[src/rtl/signed_mac_accum.sv]
// signed_mac_accum: block accumulator for the signed_mult product stream.
// Sums BLOCK_LEN signed 32-bit products into an ACC_W-bit saturating
// accumulator. The result is held until the consumer takes it.
//   clk, rst       clock, synchronous active-high reset
//   clear          synchronous abort of the current block
//   prod_in/valid  product stream in; prod_ready is the back-pressure
//   acc_full       registered full-width sum; acc_out is acc_full clipped to 32 bits
//   sat_flag       acc_out is clipped; ovf_flag is a sticky accumulator saturation flag
//   term_count     number of products accepted in the current block
//   out_valid/out_ready  result handshake
module signed_mac_accum #(
  parameter int ACC_W     = 40,
  parameter int BLOCK_LEN = 8
) (
  input  logic                           clk,
  input  logic                           rst,
  input  logic                           clear,
  input  logic [31:0]                    prod_in,
  input  logic                           prod_valid,
  output logic                           prod_ready,
  output logic [ACC_W-1:0]               acc_full,
  output logic [31:0]                    acc_out,
  output logic                           sat_flag,
  output logic                           ovf_flag,
  output logic [$clog2(BLOCK_LEN+1)-1:0] term_count,
  output logic                           out_valid,
  input  logic                           out_ready
);

  localparam int                CNT_W = $clog2(BLOCK_LEN + 1);
  localparam logic [CNT_W-1:0]  LAST  = CNT_W'(BLOCK_LEN - 1);

  typedef enum logic {ACCUM, HOLD} state_t;

  state_t           state;
  state_t           state_nxt;
  logic             accept;
  logic             last_term;
  logic [ACC_W:0]   sum;
  logic             sum_ovf;
  logic [ACC_W-1:0] sum_sat;
  logic [ACC_W-32:0] upper;
  logic             fits32;

  // State register
  always_ff @(posedge clk) begin
    if (rst) state <= ACCUM;
    else     state <= state_nxt;
  end

  // Next-state logic; clear overrides both the accept and the handoff
  always_comb begin
    state_nxt = state;
    if (clear) begin
      state_nxt = ACCUM;
    end else begin
      case (state)
        ACCUM:   if (accept && last_term) state_nxt = HOLD;
        HOLD:    if (out_ready)           state_nxt = ACCUM;
        default: state_nxt = ACCUM;
      endcase
    end
  end

  // Output decode
  always_comb begin
    prod_ready = (state == ACCUM) && !clear && !rst;
    out_valid  = (state == HOLD);
  end

  assign accept    = prod_valid && prod_ready;
  assign last_term = (term_count == LAST);

  // One guard bit: overflow shows up as disagreement between the top two bits
  assign sum     = {acc_full[ACC_W-1], acc_full} + {{(ACC_W-31){prod_in[31]}}, prod_in};
  assign sum_ovf = sum[ACC_W] ^ sum[ACC_W-1];

  always_comb begin
    sum_sat = sum[ACC_W-1:0];
    if (sum_ovf) begin
      if (sum[ACC_W]) sum_sat = {1'b1, {(ACC_W-1){1'b0}}};
      else            sum_sat = {1'b0, {(ACC_W-1){1'b1}}};
    end
  end

  // Accumulator datapath; accept is already suppressed by rst/clear/HOLD
  always_ff @(posedge clk) begin
    if (rst || clear) begin
      acc_full   <= '0;
      term_count <= '0;
      ovf_flag   <= 1'b0;
    end else if (state == HOLD) begin
      if (out_ready) begin
        acc_full   <= '0;
        term_count <= '0;
        ovf_flag   <= 1'b0;
      end
    end else if (accept) begin
      acc_full   <= sum_sat;
      term_count <= term_count + CNT_W'(1);
      ovf_flag   <= ovf_flag | sum_ovf;
    end
  end

  // 32-bit view: value fits when bits [ACC_W-1:31] are all copies of the sign
  assign upper  = acc_full[ACC_W-1:31];
  assign fits32 = (&upper) || !(|upper);

  always_comb begin
    acc_out  = acc_full[31:0];
    sat_flag = 1'b0;
    if (!fits32) begin
      sat_flag = 1'b1;
      acc_out  = acc_full[ACC_W-1] ? 32'h8000_0000 : 32'h7FFF_FFFF;
    end
  end

endmodule

[config.mk]
export PLATFORM = sky130hd
export DESIGN_NAME = signed_mac_accum
export DESIGN_NICKNAME = d
export VERILOG_FILES = /design/src/rtl/signed_mac_accum.sv
export SDC_FILE = /design/constraint.sdc
export NUM_CORES = 1
export LEC_CHECK = 0
export ABC_AREA = 1
export CORE_MARGIN = 8
export CORE_UTILIZATION = 56
export CTS_CLUSTER_SIZE = 12
export DETAILED_ROUTE_END_ITERATION = 7
export GPL_ROUTABILITY_DRIVEN = 0
export PLACE_DENSITY_LB_ADDON = 0.15
export SYNTH_ARGS = -nofsm -noshare
export SYNTH_HDL_FRONTEND = slang
export SYNTH_SLANG_ARGS = --single-unit
[constraint.sdc]
create_clock -name clk -period 7.1 [get_ports clk]
set_clock_uncertainty 0.05 [all_clocks]
set_input_delay 0.71 -clock clk [delete_from_list [all_inputs] [get_ports clk]]
set_output_delay 0.71 -clock clk [all_outputs]
set_load 0.02 [all_outputs]
==> results.txt <==
The mux contribution to synthesized area came out at 0%. Clock tree synthesis selected as its root buffer the cell clkbuf_8. The number of nets still failing antenna checks after routing came out at 0. The global-route total usage across every layer is 24.5%. The worst-case vdd ir drop is 0.0000773 V. The slack of the critical path came out at 3170 ps. Across the run, the number of max-cap violations was 0. The multi-input combinational cell area is 3740 sq um.

The worst max-slew margin expressed relative to the limit came out at 24.1%. The total CTS buffers is 5. The cell count after synthesis came out at 924. For this run, the number of Yosys warnings is 0. Along the worst path, the maximum fanout reaches 20. Summing the areas of all compound-gate instances in the mapped netlist gives 12.4% of the synthesized area. The placed instances occupy a cell area of 6360 sq um. The max-slew violation total from the final report is 0. The initial antenna violation count came to 0. The setup fix buffers added after clock tree synthesis came out at 0. The sequential-to-total area share from yosys stat came out at 17.9%.

After detailed routing, the number of remaining DRC violations is 0. The synthesized design spends more area on one cell type than any other, namely nand2_1. The CTS clock-pin slew for the worst setup and hold paths is 100 ps. Setup repair after global routing left no endpoint under its margin. The share of the synthesized area in the top cell type came out at 27.9%. The residual overflow from global routing is 0. The total length of routed wires is 15.9 mm. The final hold violation count is 0.

Compared with the post-synthesis result, the final layout area differs by 25.8%. The static leakage power came out at 3.20 nW. Before CTS, the worst setup slack after placement is 2930 ps. Data on the critical path is required at its endpoint by 7290 ps. The clock net in this run drives a total of 46 sinks.

Detailed placement ended at an HPWL of 12.5 mm. The synthesized netlist occupies a cell area of 5150 sq um. The number of nets in the layout is 1105. The first routing iteration left 502 violations.

From bottom edge to top edge, the die measures 112 um. The maximum number of pins on one net before global-route repair came out at 42. Along the worst hold path, the cell count comes to 2.

CTS built an H-tree with a depth of 2. The total nets after synthesis came out at 1003. In the finished design, the share of the clock period the worst path needs comes to 55.4%.

The class of the most critical hold timing path is reg -> reg. The register area came out at 921 sq um. Counting distinct cell types in the post-synthesis netlist gives 35. Once layout is done, the placed cells without fillers occupy 6480 sq um.

The TritonCTS clock tree is done. The count of endpoints failing setup in the final report is 0. The total I/O pin count came out at 117. The xor and xnor area share after synthesis is 3.91%. The mean area per synthesized cell is 5.57 sq um. The area of the core came out at 9060 sq um. The number of inserted filler cells in the final layout came out at 877.

Counting along the longest clock path gives a buffer depth of 2. The width of the chip is 112 um. The power density normalized to cell area is 118 nW/um^2. For this run, the top clock speed supported by timing is 254 MHz.

The initialized floorplan defines 35 standard-cell rows. The cell count of the worst reg-to-reg path is 16. The clock latency at the later pin of the worst-skew pair came out at 310 ps. The kind of critical path is in -> reg. The first-pass detailed-route iteration total is 5. The time the worst path needs with I/O delays and setup is 3930 ps. The number of global-route vias before repair came out at 5601.

The flow ran to the end, and the final reports show no timing, DRC or antenna violations. The fraction of final layout cells sized beyond drive strength 1 is 3.21%. STA classifies the critical path endpoint as a flip-flop. For this design, the CTS-stage hold fixing added 0 buffers. The total die area came out at 12500 sq um.

The post-route setup TNS is 0 ps. The number of port buffers is 116. The via density per instance is 5.36. The worst setup path is launched from an input port.

The main combinational cell family by area after synthesis is simple AND/OR/NAND/NOR gates. Summing the areas of all and, or, nand and nor instances in the mapped netlist gives 45.8% of the synthesized area. Yosys attributes the largest share of cell area to nand2_1 (28%), dfxtp_1 (18%), ha_1 (10%). The starting density of the core is 56.8%.

The final routed wire length divided by cell count is 14.0 um. The worst-margin pin slew is 1140 ps. The endpoint arrival time on the critical path came out at 4120 ps. The wire length of the first global-routing pass is 26.1 mm. The via total after detailed routing came out at 6100. The number of inserted diodes is 0. The number of resized instances in the post-cts repair step is 0. The adder-cell area share of the yosys netlist came out at 10.4%. The register bit total from synthesis came out at 46.
==> critical path: stages <==
cell and delay [ps]:
clkdlybuf4s50_1 610, ha_1 450, a21oi_1 200, inv_1 70, nor2_1 190, nand2_1 70
a21oi_1 200, nand2_1 110, nand2_1 60, nand2_1 90, a21oi_2 710, buf_4 380
nand2_1 80, a21oi_1 160
==> power by group <==
part           leakage (nW)  total [mW]  switching [mW]  internal, mW
sequential            0.372       0.268         0.00534         0.263
combinational          2.78       0.286           0.166         0.120
clock                0.0504       0.209           0.104         0.105
==> synth_stat cells <==
| master | count |
|---|---|
| a31oi_1 | 3 |
| a21oi_1 | 80 |
| xnor2_1 | 16 |
| o21ai_0 | 18 |
| nand2_1 | 383 |
| nand3_2 | 2 |
| nand3b_1 | 7 |
| and3_1 | 1 |
| clkbuf_1 | 15 |
| nor3_1 | 7 |
| nand3_1 | 65 |
| inv_2 | 1 |
| a21oi_2 | 5 |
| dfxtp_1 | 46 |
| nor2_2 | 2 |
| inv_1 | 93 |
| fa_1 | 1 |
| nand4_1 | 17 |
| xor2_1 | 7 |
| ha_1 | 41 |
| nor4_1 | 2 |
| o21bai_1 | 7 |
| a21boi_0 | 1 |
| nand2_2 | 6 |
| clkinv_1 | 2 |
| a32o_1 | 1 |
| or2_2 | 2 |
| and2_1 | 1 |
| a21o_1 | 1 |
| o21ai_1 | 2 |
| nand2b_1 | 2 |
| buf_8 | 1 |
| buf_2 | 10 |
| nor2_1 | 75 |
| buf_6 | 1 |
==> path summary, 6_finish.rpt <==
path	start	endpoint	slack [ps]
worst min-delay path	ovf_flag	ovf_flag	440
worst max register to register	acc_full[0]	acc_full[32]	3670
worst min register to register	ovf_flag	ovf_flag	440
worst max-delay path	prod_in[31]	acc_full[32]	3170
==> cell families (layout without fill, tap and decap cells) <==
logic type               Yosys count  in the layout
buffers and inverters            123            226
AO/OA/AOI/OAI                    118            118
adder cells (fa/ha/maj)           42             42
AND/OR/NAND/NOR                  572            572
XOR/XNOR                          23             23
flip-flops                        46             46
==> area by class of cell <==
class / count / area share (%)
clock buffers: 5 / 1.06
clock inverters: 3 / 0.695
flip-flops and latches: 46 / 14.2
repair buffers: 122 / 18.6
inverters: 96 / 5.56
well taps: 111 / 2.14
multi-input cells: 755 / 57.7
==> registers in the layout, indices dropped and copies added (netlist names) <==
register	count
acc_full	40
out_valid	1
ovf_flag	1
term_count	4
==> cells in the final DEF, fill, tap and decap left out, drive strengths merged, types with 3 or more instances in the layout <==
cell type and n:
clkdlybuf4s50 116, inv 94, clkbuf 5, nor3 7
nor2 77, dfxtp 46, a21oi 85, ha 41
buf 6, nand3 67, nand3b 7, a31oi 3
xor2 7, nand4 17, xnor2 16, nand2 389
o21ai 20, o21bai 7
==> metal layers <==
metal / vias to the layer above / share of wire [%] / global-route usage [%]
met5: - / 0 / 0
met4: 0 / 1.8 / 6.65
met3: 30 / 8.0 / 5.36
met2: 256 / 43 / 38.5
met1: 2654 / 47 / 32.7
li1: 3160 / - / -
==> stage by stage <==
step | cells | hold slack (ps) | utilization (%) | power (mW)
after global placement | 1130 | 411 | 70.2 | 0.555
after global routing | 1138 | 479 | 71.5 | 0.805
after detailed placement | 1130 | 420 | 70.2 | 0.557
final | 1138 | 438 | 71.5 | 0.763
after CTS | 1138 | 443 | 71.5 | 0.765
after floorplan | 924 | 520 | - | 0.447
Note: power is estimated with default switching activity, not from simulation.
==> RTL change, RTL diff (same flow settings) <==
Reset style: asynchronous (`rst`), changed in one clocked block. Comments in the files are not updated.
--- a/src/rtl/signed_mac_accum.sv
+++ b/src/rtl/signed_mac_accum.sv
@@ -43,7 +43,7 @@
   logic             fits32;
 
   // State register
-  always_ff @(posedge clk) begin
+  always_ff @(posedge clk or posedge rst) begin
     if (rst) state <= ACCUM;
     else     state <= state_nxt;
   end
Behaviour: not the same (Yosys sat finds a counterexample within 10 cycles, from zero or initial values and one cycle with rst high; the reset may be asserted at any time).
==> RTL change against the unedited design <==
  * Synthesized area grew 0.75%
  * Critical path depth is the same
  * Synthesized cell count grew 1.5%
  * Routed wire length grew 1.4%
  * Worst setup slack lost 0.14 ns
  * Final area grew 0.66%
  * Sequential cell count is the same
  * Power is essentially flat
  * Largest power group unchanged
==> RTL change: results (changes against the unedited design) <==
Run status
  • Status: completed (unchanged)

Power
  • Comb. pwr: 287 uW (was 286 uW)
  • Lkg Pwr: 3.25 nW (was 3.20 nW)
  • Combinational power share: 0.376 (was 0.375)
  • Clock share of power: 0.272 (was 0.274)
  • Worst IR drop on VDD: 0.0000914 V (was 0.0000773 V)
  • NetSw: 275 uW (about the same)

Layout
  • Share of cells above drive strength 1: 0.0288 (was 0.0321)
  • Finished Layout Cells: 1152 (was 1138)

Routing
  • Vias: 6308 (was 6100)
  • Residual DRC: 0 (unchanged)
  • 1st-pass router iterations: 6 (was 5)
  • Iter 0 DRT Violations: 497 (was 502)
  • Final WL: 16.1 mm (was 15.9 mm)

STA
  • Worst hold slack: 0.444 ns (was 0.438 ns)
  • Tcrit/Tclk final: 0.573 (was 0.554)
  • Worst slew pin tran: 1.07 ns (was 1.14 ns)

Placed design
  • Placed cells: 1144 (was 1130)
  • Placed inst area: 6410 um2 (was 6360 um2)
  • Post-detail-place hpwl: 12.9 mm (was 12.5 mm)
  • DP Worst Slack: 2.83 ns (was 2.93 ns)

CTS
  • Post-CTS Setup Bufs: 0 (unchanged)

Synthesis
  • Sequential fraction of the synthesis area: 0.179 (about the same)
  • Synth cell types: 36 (was 35)
  • Synth top area cells: nand2_1 28%, dfxtp_1 17%, ha_1 9.9% (was nand2_1 28%, dfxtp_1 18%, ha_1 10%)
  • Post-synth top cells: 384 x nand2_1, 104 x inv_1, 81 x a21oi_1, 77 x nor2_1, 70 x nand3_1 (was 383 x nand2_1, 93 x inv_1, 80 x a21oi_1, 75 x nor2_1, 65 x nand3_1)
  • Post-Syn Nets: 1017 (was 1003)
  • Synth async-reset ratio: 0.0217 (was 0)
  • Mapped Cells: 938 (was 924)

Global routing
  • Antenna violations before repair: 0 (unchanged)
  • First-pass GRT wire length: 27.2 mm (was 26.1 mm)
  • Gr usage total: 0.253 (was 0.245)
  • Number of global-route vias before repair: 5991 (was 5601)

Setup path
  • Crit path DAT: 4.26 ns (was 4.12 ns)
  • Reg2Reg Depth: 16 (unchanged)
  • Critical Path Slowest Stage Cell: a21oi_2 (unchanged)
  • Flop2flop setup slack: 3.63 ns (was 3.67 ns)
==> RTL change: cell types whose count changed after synthesis, sizes merged, moves of 2 or more <==
| cell | delta |
|---|---|
| inv | +11 |
| nand3 | +5 |
| nand3b | -3 |
| nand4 | -2 |
| nor2 | +2 |
| o21ai | +2 |
==> RTL change: layer usage <==
layer  vias up  GRT usage  wire, um
met4         0     0.0944       471
met5         -          0         0
met3        46     0.0719      1560
li1       3186          -         -
met2       300      0.403      6870
met1      2776      0.317      7240
==> RTL change: path summary, 6_finish.rpt <==
check | endpoint | startpoint
min in group asynchronous | out_valid | rst
min reg2reg | ovf_flag | ovf_flag
max in group asynchronous | out_valid | rst
min | ovf_flag | ovf_flag
max reg2reg | acc_full[37] | acc_full[0]
max | acc_full[37] | prod_in[31]
==> RTL change: cell type report <==
cell class                      count  area [um2]
Inverter                          106         398
Clock inverter                      3        45.0
Clock buffer                        5        68.8
Sequential cell                    46         926
Fill cell                         852        2590
Timing Repair Buffer              122        1210
Tap cell                          111         139
Multi-Input combinational cell    759        3740
==> RTL change: cells by family (layout without fill, tap and decap cells) <==
kind of cell | after synthesis | in the layout | synth area share
AO/OA/AOI/OAI | 118 | 118 | 0.122
buffers and inverters | 133 | 236 | 0.102
adder cells (fa/ha/maj) | 42 | 42 | 0.103
flip-flops | 46 | 46 | 0.179
XOR/XNOR | 23 | 23 | 0.0388
AND/OR/NAND/NOR | 576 | 576 | 0.457
==> RTL change: worst reg2reg max path: cells and delay by family (launching register included) <==
kind	cells	cell delay, ns
and+or+nand+nor	11	1.07
adders and majority gates	2	0.67
DFF	1	0.35
buffers and inverters	1	0.41
AOI/OAI and AO/OA	2	0.84
